**src/rtl/vc_credit_sender.sv**
```systemverilog
// Credit-based upstream sender: forwards accepted valid/ready beats as one-cycle
// valid pulses and never has more beats in flight than the downstream FIFO can hold.
module vc_credit_sender #(
  parameter  int WIDTH      = 8,
  parameter  int CREDIT_NUM = 10,
  localparam int CNT_W      = $clog2(CREDIT_NUM + 1)
) (
  input  logic             clk_i,
  input  logic             rstn_i,
  input  logic             up_valid_i,
  input  logic [WIDTH-1:0] up_data_i,
  output logic             up_ready_o,
  output logic             down_valid_o,
  output logic [WIDTH-1:0] down_data_o,
  input  logic             down_credit_i,
  output logic [CNT_W-1:0] credit_cnt_o,
  output logic             credit_err_o
);

  localparam logic [CNT_W-1:0] CNT_MAX = CNT_W'(CREDIT_NUM);

  logic [CNT_W-1:0] credit_cnt_q, credit_cnt_d;
  logic             down_valid_q, down_valid_d;
  logic [WIDTH-1:0] down_data_q, down_data_d;
  logic             credit_err_q, credit_err_d;
  logic             send;

  // Handshake: a beat transfers on any rising edge where up_valid_i and up_ready_o
  // are both high; up_valid_i may rise or fall freely, and up_ready_o depends only
  // on the registered credit count, never on this cycle's inputs.
  assign up_ready_o = (credit_cnt_q != '0);
  assign send       = up_valid_i & up_ready_o;

  always_comb begin
    credit_cnt_d = credit_cnt_q;
    credit_err_d = credit_err_q;
    down_valid_d = send;
    down_data_d  = down_data_q;
    if (send) begin
      down_data_d = up_data_i;
    end
    case ({send, down_credit_i})
      2'b10: credit_cnt_d = credit_cnt_q - 1'b1;
      2'b01: begin
        // A credit with the counter already full means the far side over-returned.
        if (credit_cnt_q == CNT_MAX) begin
          credit_err_d = 1'b1;
        end else begin
          credit_cnt_d = credit_cnt_q + 1'b1;
        end
      end
      default: credit_cnt_d = credit_cnt_q;
    endcase
  end

  always_ff @(posedge clk_i or negedge rstn_i) begin
    if (!rstn_i) begin
      credit_cnt_q <= CNT_MAX;
      down_valid_q <= 1'b0;
      down_data_q  <= '0;
      credit_err_q <= 1'b0;
    end else begin
      credit_cnt_q <= credit_cnt_d;
      down_valid_q <= down_valid_d;
      down_data_q  <= down_data_d;
      credit_err_q <= credit_err_d;
    end
  end

  assign down_valid_o = down_valid_q;
  assign down_data_o  = down_data_q;
  assign credit_cnt_o = credit_cnt_q;
  assign credit_err_o = credit_err_q;

endmodule

```
**config.mk**
```make
export PLATFORM = sky130hd
export DESIGN_NAME = vc_credit_sender
export DESIGN_NICKNAME = d
export VERILOG_FILES = /design/src/rtl/vc_credit_sender.sv
export SDC_FILE = /design/constraint.sdc
export NUM_CORES = 1
export LEC_CHECK = 0
export ABC_CLOCK_PERIOD_IN_PS = 2400
export CAP_MARGIN = 5
export CORE_MARGIN = 5
export CORE_UTILIZATION = 52
export CTS_CLUSTER_SIZE = 14
export DETAILED_ROUTE_END_ITERATION = 12
export DONT_BUFFER_PORTS = 1
export GPL_TIMING_DRIVEN = 0
export PLACE_DENSITY_LB_ADDON = 0.05
export SYNTH_ARGS = -nofsm -noshare
export SYNTH_HDL_FRONTEND = slang
export SYNTH_SLANG_ARGS = --single-unit
```
**constraint.sdc**
```tcl
create_clock -name clk_i -period 2.4 [get_ports clk_i]
set_input_delay 0.48 -clock clk_i [delete_from_list [all_inputs] [get_ports clk_i]]
set_output_delay 0.48 -clock clk_i [all_outputs]
set_load 0.02 [all_outputs]
```
Word level (Yosys, flattened, before mapping)
Index checks and enable logic that the tools add are counted.

operators by class
  add/subtract/negate cells = 2
  div/mod/pow operators = 0
  reductions and logical operators = 4
  multipliers = 0
  bitwise logic cells = 1
  magnitude comparators = 0
  equality and inequality tests = 4
  shift operators = 0
  multiplexer cells = 2

operator list
  kind                                              number
  one-hot mux 4 bit (2 select lines)                1
  adder 4 x 1 -> 4 bit, second input constant       1
  == test 4 bit, second input constant              1
  2-to-1 mux 4 bit                                  1
  AND reduction 2 bit                               2
  nonzero test 4 bit                                1
  subtractor 4 x 1 -> 4 bit, second input constant  1
  == test 2 x 1 -> 1 bit, second input constant     1
  == test 2 bit, second input constant              1
  != test 2 bit, second input constant              1
  nonzero test 2 bit                                1
  AND 1 bit                                         1

storage, ports and cells
  output and inout port bits = 15
  bits in read-only memories = 0
  memories = 0
  flip-flop bits (word level) = 14
  input port bits = 12
  RAM bits = 0
  bits in latches = 0

Logic depth before layout (Yosys ltp)
Gate-level depths: netlist (run 1).

  depth after elaboration = 5
  gate-level depth with buffers = 8

Least setup slack after synthesis (run 1)
Ideal clock, no wire load.

  kind = reg-to-reg
  start = register credit_cnt_q[0] (netlist: credit_cnt_o[0])
  end = register credit_cnt_q[3] (netlist: credit_cnt_o[3])
  data required time = 2,302 ps
  setup slack = -144 ps
  arrival = 2,446 ps
  stages on the path, launching flop included = 9
  setup time = 98 ps
  path through = dfrtp_1 or4_4 nand2_2 nand2_1 ha_1 a21oi_1 and2_1 o32ai_1 a221oi_1

between the ends
  word-level cells in the longest chain between the ends = 5

RTL lines
  what                                                                         RTL line  source
  start: declaration                                                           22        logic [CNT_W-1:0] credit_cnt_q, credit_cnt_d;
  start signal: assignment                                                     63        credit_cnt_q <= credit_cnt_d;
  nonzero test 4 bit (*)                                                       31        assign up_ready_o = (credit_cnt_q != '0);
  net up_ready_o                                                               12        output logic up_ready_o,
  AND 1 bit (*)                                                                32        assign send = up_valid_i & up_ready_o;
  == test 2 x 1 -> 1 bit / == test 2 bit (equally long branches)               42        case ({send, down_credit_i})
  != test 2 bit (no source line) / nonzero test 2 bit (equally long branches)  n/a
  AND reduction 2 bit (no source line)                                         n/a

The timed path passes the listed nets; every way through them passes the cells marked *. The select of a mux whose other input is x is not followed.
A chain may end at the register's enable or synchronous reset.

Final worst setup path (run 1)
Same ends and word-level chain as after synthesis.

==> results of run 1 <==
## per-layer routing
metal / global-route usage (%) / wire length [um] / vias to the layer above
li1: - / - / 217
met1: 17.7 / 562 / 234
met2: 27.1 / 771 / 15
met3: 8.81 / 127 / 2
met4: 5.52 / 18 / 0
met5: 0 / 0 / -
## report_power, final
part	internal (mW)	total [mW]	switching [mW]
clock network	0.0923	0.163	0.0707
logic	0.258	0.446	0.188
registers	0.326	0.526	0.201
total	0.676	1.14	0.460
## cell type report
| type | count | share of cell area, % |
|---|---|---|
| multi-input cells | 36 | 47.3 |
| flip-flops and latches | 14 | 40.2 |
| clock buffers | 4 | 4.11 |
| repair buffers | 4 | 3.68 |
| well taps | 15 | 2.12 |
| inverters | 4 | 1.70 |
| plain buffers | 1 | 0.850 |
## state kept, by name (all words and copies together), names as in the netlist
signal,count
down_valid_o,1
down_data_o,8
credit_err_o,1
credit_cnt_o,4
## cell usage in the layout (no fill, tap or decap), types with 2 or more instances in the layout
cell / synthesis / routed
dfrtp_1: 12 / 10
mux2_2: 8 / 8
inv_1: 4 / 4
buf_4: 1 / 4
clkbuf_4: 0 / 3
nand2_8: 0 / 2
nand3_1: 3 / 2
xor2_1: 2 / 2
mux2_4: 2 / 2
ha_4: 0 / 2
dfrtp_2: 0 / 2
dfstp_2: 2 / 2
## repair_timing
action                                  in CTS  in global routing
hold buffers                                 1                  0
endpoints found under the hold margin       12                  0
endpoints found under the setup margin       2                  2
gates resized for setup                      8                  2
buffers inserted                             3                  0
pin swaps                                    6                  4
## logic make-up after synthesis
kind of cell / count (synthesis) / share of synthesized area [%]
DFF: 14 / 49.5
and+or+nand+nor: 12 / 10.9
muxes: 10 / 16.8
AOI/OAI and AO/OA: 9 / 10.9
buffers and inverters: 5 / 3.16
adders and majority gates: 3 / 6.32
xor gates and xnor gates: 2 / 2.46
## worst register-to-register path: cells and delay by family, from the launching register on
kind	cells	cell delay, ns
adder cells (fa/ha/maj)	1	0.26
AND/OR/NAND/NOR	4	0.99
flip-flops	1	0.51
AO/OA/AOI/OAI	3	0.53
## per-stage QoR
stage	utilization, %	hold WS [ns]	instance area [um^2]	cells
after CTS	67.2	0.0241	875	78
final	67.9	0.0358	883	78
after floorplan	-	0.184	736	55
after global placement	58.0	0.185	754	70
after detailed placement	58.0	0.185	754	70
after global routing	67.9	0.00768	883	78
## cell usage after synthesis (all sizes together)
cell type	instances	area, um^2
a21oi	1	5.00
a221oi	1	8.76
a311oi	1	8.76
a31oi	1	6.26
and2	1	6.26
and4b	1	10.0
buf	1	7.51
dfrtp	12	300
dfstp	2	52.6
fa	1	20.0
ha	2	25.0
inv	4	15.0
mux2	10	120
nand2	3	13.8
nand3	4	25.0
nor3	1	5.00
o21ai	1	5.00
o21bai	1	7.51
o221a	1	20.0
o31ai	1	7.51
o32ai	1	8.76
or2	1	6.26
or4	1	11.3
xor2	2	17.5
## worst paths after layout
check / from / slack, ns / endpoint / depth (start not counted)
min in group clk_i: up_data_i[1] / 0.35 / down_data_o[1]$_DFFE_PN0P_ / 1
hold reg to reg: credit_cnt_o[0]$_DFFE_PN0P_ / 0.65 / credit_cnt_o[0]$_DFFE_PN0P_ / 1
max in group asynchronous: rstn_i / 1.38 / credit_cnt_o[2]$_DFFE_PN0P_ / 1
setup / recovery: credit_cnt_o[0]$_DFFE_PN0P_ / 0.03 / credit_cnt_o[3]$_DFFE_PN1P_ / 8
hold / removal: rstn_i / 0.04 / credit_cnt_o[1]$_DFFE_PN1P_ / 0
setup reg to reg: credit_cnt_o[0]$_DFFE_PN0P_ / 0.03 / credit_cnt_o[3]$_DFFE_PN1P_ / 8
==> results_dict.tcl, run 1 <==
set metrics [dict create \
    wl_um 1480 \
    antenna_left 0 \
    fmax_mhz 422 \
    cts_made_buffers 3 \
    run_status "complete, no violations" \
    fp-row-count 13 \
    power_density_nw_per_um2 1290 \
    grt_pass1_vias 566 \
    ys_seq_elements 14 \
    die-area_um2 2210 \
    antenna_found_initial 0 \
    tritoncts "done" \
    end_kind "flop" \
    multi_input_area_um2 418 \
    route.detailed.drc 0 \
    critPathMostFrequentCell "nand2_8" \
    start_kind "flop" \
    fin_tns_setup_ns 0 \
    ys_types 27 \
    critPathBufInv 0 \
    finalWorstPathRequiredPeriod_ns 2.37 \
    final.setup.worst_slack_ns 0.0311 \
    grt-ovfl-total 0 \
    place_ws_ns -0.192 \
    dr.pass1.iters 3 \
    grt_pass1_wl_um 2440 \
    fp.dieW_um 47.0 \
    clk_pin_slew_ns 0.08 \
    critPathArrivalTime_ns 2.56 \
    htreeDepth 1 \
    finalCritPeriodShare_pct 98.7 \
    cts_buffer_depth 2 \
    rsz0062_at_grt "yes" \
    hp-class "in2async" \
    grt_max_degree 13 \
    syn_inst 55 \
    diodes 0 \
    yosysSeqAreaShare_pct 49.5 \
    max_slew_margin_pct 63.2 \
    crit_chain "or4_4 -> nand2_8 -> nand2_8 -> ha_4 -> a21oi_2 -> and2_4 -> o32ai_1 -> a221oi_2" \
    cp_slowest_cell "or4_4" \
    wire_per_inst_um 18.9 \
    worst_pin_slew_ns 0.551 \
    slowest_delay_ns 0.65 \
    clk_latency_ns 0.27 \
    io-pin-count 27 \
    area_growth_pct 23.9 \
    initial_core_util_pct 54.8 \
    io_buffers 0 \
    root_buffer "clkbuf_4" \
    drtIter0Drc 3 \
    nets 79 \
    critPathKind "reg2reg" \
    fillers 95 \
    fp.dieH_um 47.0 \
    cts_sinks 14 \
    vias 468 \
    ff_latch_area_um2 355 \
    grt_usage_pct 16.3 \
    worstPathRequired_ns 2.59 \
    dpl.hpwl_um 1120 \
    final_max_slew_viol_count 0 \
    crit_fanout 6 \
    synth_area_um2 713 \
    skew_ns 0.00283 \
    irDropWorstVdd_mv 0.730 \
    core-area_um2 1300 \
    gp_congestion 0.743 \
    yosysWarnings 0 \
    drive_gt1_share_pct 54.0 \
    vias_per_cell 6.00 \
    setup_viol_count_final 0 \
    path_delay_family "simple AND/OR/NAND/NOR gates" \
    synth_area_per_cell_um2 13.0 \
    hold_violations 0 \
    p_leak_nw 0.365 \
    total_power_mw 1.14 \
    drv_cap 0 \
    syn-num-nets 70 \
]
(Power assumes the default switching activity.)
==> inputs of run 2 (changes only) <==
Settings changed: CORE_MARGIN 5 to 3.
==> results_dict.tcl, run 2 (synthesis gave the netlist of run 1 again) <==
set metrics [dict create \
    diodes 0 \
    final_common_cell "dfrtp_1" \
    path_delay_family "simple AND/OR/NAND/NOR gates" \
    fp-row-count 12 \
    run_status "complete, no violations" \
    vias_per_cell 6.27 \
    critPathBufInv 0 \
    cts_buffer_depth 2 \
    grt_usage_pct 18.2 \
    skew_ns 0.00136 \
    largest_reg_flops 8 \
    route.detailed.drc 0 \
    cts_sinks 14 \
    wl_um 1520 \
    hp-class "in2async" \
    finalInstanceArea_um2 890 \
    crit_fanout 6 \
    r2r.worst_path.cells 8 \
    fillers 84 \
    critPathKind "reg2reg" \
    fmax_mhz 423 \
    irDropWorstVdd_mv 0.735 \
    finalCritPeriodShare_pct 98.5 \
    htreeDepth 1 \
    critPathMostFrequentCell "nand2_8" \
    fp.dieH_um 43.0 \
    slowest_delay_ns 0.64 \
    grt_pass1_vias 513 \
    rsz0062_at_grt "yes" \
    core-area_um2 1200 \
    cp_slowest_cell "or4_4" \
    antenna_left 0 \
    critPathArrivalTime_ns 2.55 \
    total_power_mw 1.16 \
    antenna_found_initial 0 \
    grt_pass1_wl_um 2440 \
    cts_made_buffers 3 \
    root_buffer "clkbuf_4" \
    clk_pin_slew_ns 0.08 \
    wire_per_inst_um 19.5 \
    drv_cap 0 \
    end_kind "flop" \
    p_leak_nw 0.370 \
    die-area_um2 1850 \
    crit_start "credit_cnt_o[0]$_DFFE_PN0P_" \
    power_density_nw_per_um2 1300 \
    clk_latency_ns 0.27 \
    path_depth 8 \
    worstPathRequired_ns 2.59 \
    final_max_slew_viol_count 0 \
    setup_viol_count_final 0 \
    grt-ovfl-total 0 \
    final.setup.worst_slack_ns 0.0354 \
    start_kind "flop" \
    crit_chain "or4_4 -> nand2_8 -> nand2_8 -> ha_4 -> nand3_4 -> and4b_1 -> a311oi_1 -> a221oi_2" \
    gp_congestion 0.692 \
    hold_violations 0 \
    area_growth_pct 24.7 \
    finalWorstPathRequiredPeriod_ns 2.36 \
    final_util_pct 74.1 \
    nets 80 \
    drive_gt1_share_pct 54.7 \
    dpl.hpwl_um 1110 \
    drtIter0Drc 6 \
    grt_max_degree 13 \
    initial_core_util_pct 59.4 \
    r2r_start "credit_cnt_o[0]$_DFFE_PN0P_" \
    io-pin-count 27 \
    dr.pass1.iters 5 \
    mostFrequentLayoutCells "dfrtp_1, mux2_2, buf_4" \
    vias 489 \
    worst_pin_slew_ns 0.506 \
    max_slew_margin_pct 66.2 \
    fp.dieW_um 43.0 \
    io_buffers 0 \
    place_ws_ns -0.181 \
    tritoncts "done" \
    placed_area_um2 753 \
]
-- run 2: stage by stage --
| stage | setup TNS [ns] | hold slack (ns) | std cells |
|---|---|---|---|
| final | 0 | 0.0427 | 78 |
| after detailed placement | -0.181 | 0.185 | 69 |
| after CTS | -0.0225 | 0.0275 | 77 |
| after global routing | -0.0422 | 0.0153 | 78 |
| after floorplan | 0 | 0.184 | 55 |
| after global placement | -0.128 | 0.185 | 69 |
-- run 2: final cells by class --
cell class | instances | area (um^2) | share of cell area (%)
multi-input combinational | 36 | 418 | 47.0
sequential | 14 | 355 | 39.9
timing repair buffer | 5 | 40.0 | 4.50
clock buffer | 4 | 36.3 | 4.08
tap | 14 | 17.5 | 1.97
inverter | 4 | 15.0 | 1.69
buffer | 1 | 7.51 | 0.844
-- run 2: report_power, final --
part | switching (mW) | total, mW | internal, mW
clock | 0.0696 | 0.162 | 0.0921
combinational | 0.194 | 0.462 | 0.268
sequential | 0.206 | 0.532 | 0.326
-- run 2: routing by layer --
metal  part of all wire [%]  up-vias  global-route usage (%)
met5                      0        -                       0
met4                   0.39        0                    5.42
met3                    9.1        2                    5.93
met2                     52       28                    30.8
met1                     38      238                    21.9
li1                       -      221                       -
-- run 2: timing repair --
action | in CTS | in global routing
cloned | 0 | 0
setup endpoints to repair | 1 | 1
hold buffers | 1 | 0
setup buffers | 3 | 1
gates resized for setup | 7 | 3
pin swaps | 7 | 6
endpoints found under the hold margin | 12 | 0
-- run 2: worst paths after layout --
path                                          endpoint  slack (ns)
min in group clk_i          down_data_o[3]$_DFFE_PN0P_        0.36
min reg2reg                   credit_err_o$_DFFE_PN0P_        0.64
max in group asynchronous  credit_cnt_o[0]$_DFFE_PN0P_        1.43
max reg2reg                credit_cnt_o[3]$_DFFE_PN1P_        0.04
min                        credit_cnt_o[1]$_DFFE_PN1P_        0.04
max                        credit_cnt_o[3]$_DFFE_PN1P_        0.04
-- run 2: worst register-to-register path: stages, from the launching register on --
cell	delay, ns
dfrtp_2	0.51
or4_4	0.65
nand2_8	0.12
nand2_8	0.06
ha_4	0.29
nand3_4	0.07
and4b_1	0.20
a311oi_1	0.33
a221oi_2	0.06
==> inputs of run 3 (changes only) <==
Settings changed: REMOVE_ABC_BUFFERS from default to 1.
==> results_dict.tcl, run 3 (synthesis gave the netlist of run 1 again) <==
set metrics [dict create \
    run_status "finished, violations left" \
    failed_checks "setup timing" \
    crit_fanout 5 \
    pwr-share-comb_pct 41.9 \
    grt-ovfl-total 0 \
    die-area_um2 1850 \
    final_common_cell "dfrtp_1" \
    finalWorstPathRequiredPeriod_ns 2.44 \
    fp.dieH_um 43.0 \
    mostFrequentLayoutCells "dfrtp_1, mux2_2, inv_1, buf_4, clkbuf_4" \
    critPathArrivalTime_ns 2.62 \
    gp_congestion 0.730 \
    p_leak_nw 0.372 \
    dp.cells 68 \
    worstReg2RegEnd "credit_cnt_o[3]$_DFFE_PN1P_" \
    area_growth_pct 26.3 \
    vias 492 \
    core-area_um2 1200 \
    critPathBufInv 0 \
    slowest_delay_ns 0.64 \
    initial_core_util_pct 59.4 \
    critPathKind "reg2reg" \
    path_delay_family "simple AND/OR/NAND/NOR gates" \
    diodes 0 \
    hp-class "in2async" \
    fin_cells 77 \
    root_buffer "clkbuf_4" \
    largest_reg_flops 8 \
    crit_chain "or4_4 -> nand2_8 -> nand2_8 -> ha_4 -> nand3_4 -> and4b_1 -> o21bai_4 -> a221oi_2" \
    r2r.worst_path.cells 8 \
    dpl.hpwl_um 1060 \
    grt_pass1_vias 535 \
    nets 79 \
    hold_violations 0 \
    power_density_nw_per_um2 1310 \
    wire_per_inst_um 19.6 \
    rsz0062_at_grt "yes" \
    cp_slowest_cell "or4_4" \
    fp-row-count 12 \
    htreeDepth 1 \
    grt_pass1_wl_um 2450 \
    finalInstanceArea_um2 901 \
    antenna_found_initial 0 \
    tritoncts "done" \
    share_seq_of_total_power_pct 44.8 \
    power_frac_clock_pct 13.3 \
    io-pin-count 27 \
    fp.dieW_um 43.0 \
    antenna_left 0 \
    drv_cap 0 \
    worst_pin_slew_ns 0.502 \
    clk_pin_slew_ns 0.07 \
    vias_per_cell 6.39 \
    grt_usage_pct 17.7 \
    switchingPower_uw 483 \
    r2r_setup_slack_ns -0.04 \
    setup_viol_count_final 1 \
    io_buffers 0 \
    drive_gt1_share_pct 55.6 \
    start_kind "flop" \
    cts_made_buffers 3 \
    irDropWorstVdd_mv 0.918 \
    dr.pass1.iters 4 \
    r2r_start "credit_cnt_o[2]$_DFFE_PN0P_" \
    wl_um 1510 \
    total_power_mw 1.18 \
    skew_ns 0.00145 \
    drtIter0Drc 10 \
    route.detailed.drc 0 \
    worstPathRequired_ns 2.57 \
    placed_area_um2 723 \
    end_kind "flop" \
    cts_sinks 14 \
    max_slew_margin_pct 66.4 \
    cts_buffer_depth 2 \
    power.share.switching_pct 40.8 \
    grt_max_degree 13 \
    critPathMostFrequentCell "nand2_8" \
    final_util_pct 75.0 \
    fmax_mhz 409 \
    internal-power_uw 700 \
    final.setup.worst_slack_ns -0.0442 \
    clk_latency_ns 0.26 \
    finalCritPeriodShare_pct 102 \
    final_max_slew_viol_count 0 \
]
run 3: cell types whose count changed in the layout (fill, tap and decap cells not counted), sizes merged:
cell	delta
buf	-1
run 3: per-stage QoR:
stage	setup TNS, ns	setup WS [ns]	hold WS (ns)
2_1_floorplan	-0.144	-0.144	0.184
3_3_place_gp	-0.309	-0.286	0.185
3_5_place_dp	-0.582	-0.490	0.185
4_1_cts	-0.0250	-0.0250	0.0380
5_1_grt	-0.114	-0.114	0.0213
6_report	-0.0442	-0.0442	0.0500
run 3: final cells by class:
| class | count | area [um^2] |
|---|---|---|
| sequential | 14 | 355 |
| multi-input combinational | 36 | 437 |
| clock buffer | 4 | 36.3 |
| timing repair buffer | 5 | 40.0 |
| fill | 78 | 300 |
| tap | 14 | 17.5 |
| inverter | 4 | 15.0 |
run 3: how the worst max path moves through the flow:
| stage | depth (start not counted) | slack (ns) | end | from |
|---|---|---|---|---|
| after floorplan | 8 | -0.14 | credit_cnt_o[3]$_DFFE_PN1P_ | credit_cnt_o[0]$_DFFE_PN0P_ |
| after global placement | 8 | -0.29 | credit_cnt_o[3]$_DFFE_PN1P_ | credit_cnt_o[0]$_DFFE_PN0P_ |
| after detailed placement | 8 | -0.49 | credit_cnt_o[3]$_DFFE_PN1P_ | credit_cnt_o[0]$_DFFE_PN0P_ |
| after CTS | 8 | -0.02 | credit_cnt_o[3]$_DFFE_PN1P_ | credit_cnt_o[0]$_DFFE_PN0P_ |
| after global routing | 8 | -0.11 | credit_cnt_o[3]$_DFFE_PN1P_ | credit_cnt_o[0]$_DFFE_PN0P_ |
| final | 8 | -0.04 | credit_cnt_o[3]$_DFFE_PN1P_ | credit_cnt_o[2]$_DFFE_PN0P_ |
run 3: repair_timing:
| item | in CTS | in global routing |
|---|---|---|
| resized for setup | 14 | 2 |
| hold buffers | 1 | 0 |
| setup endpoints to repair | 2 | 1 |
| hold endpoints to repair | 12 | 0 |
| setup buffers | 3 | 1 |
| pin swaps | 7 | 7 |
run 3: power groups by stage:
stage	logic (mW)	registers, mW	clock network, mW
after floorplan	0.275	0.484	0
after global placement	0.293	0.506	0
after detailed placement	0.322	0.515	0
after CTS	0.440	0.527	0.164
after global routing	0.530	0.549	0.178
final	0.496	0.530	0.157
run 3: layer usage:
metal  share of wire (%)  GRT usage [%]
met1                  40           19.7
met2                  48           28.4
met3                  12           8.47
met4                0.27           7.83
met5                   0              0
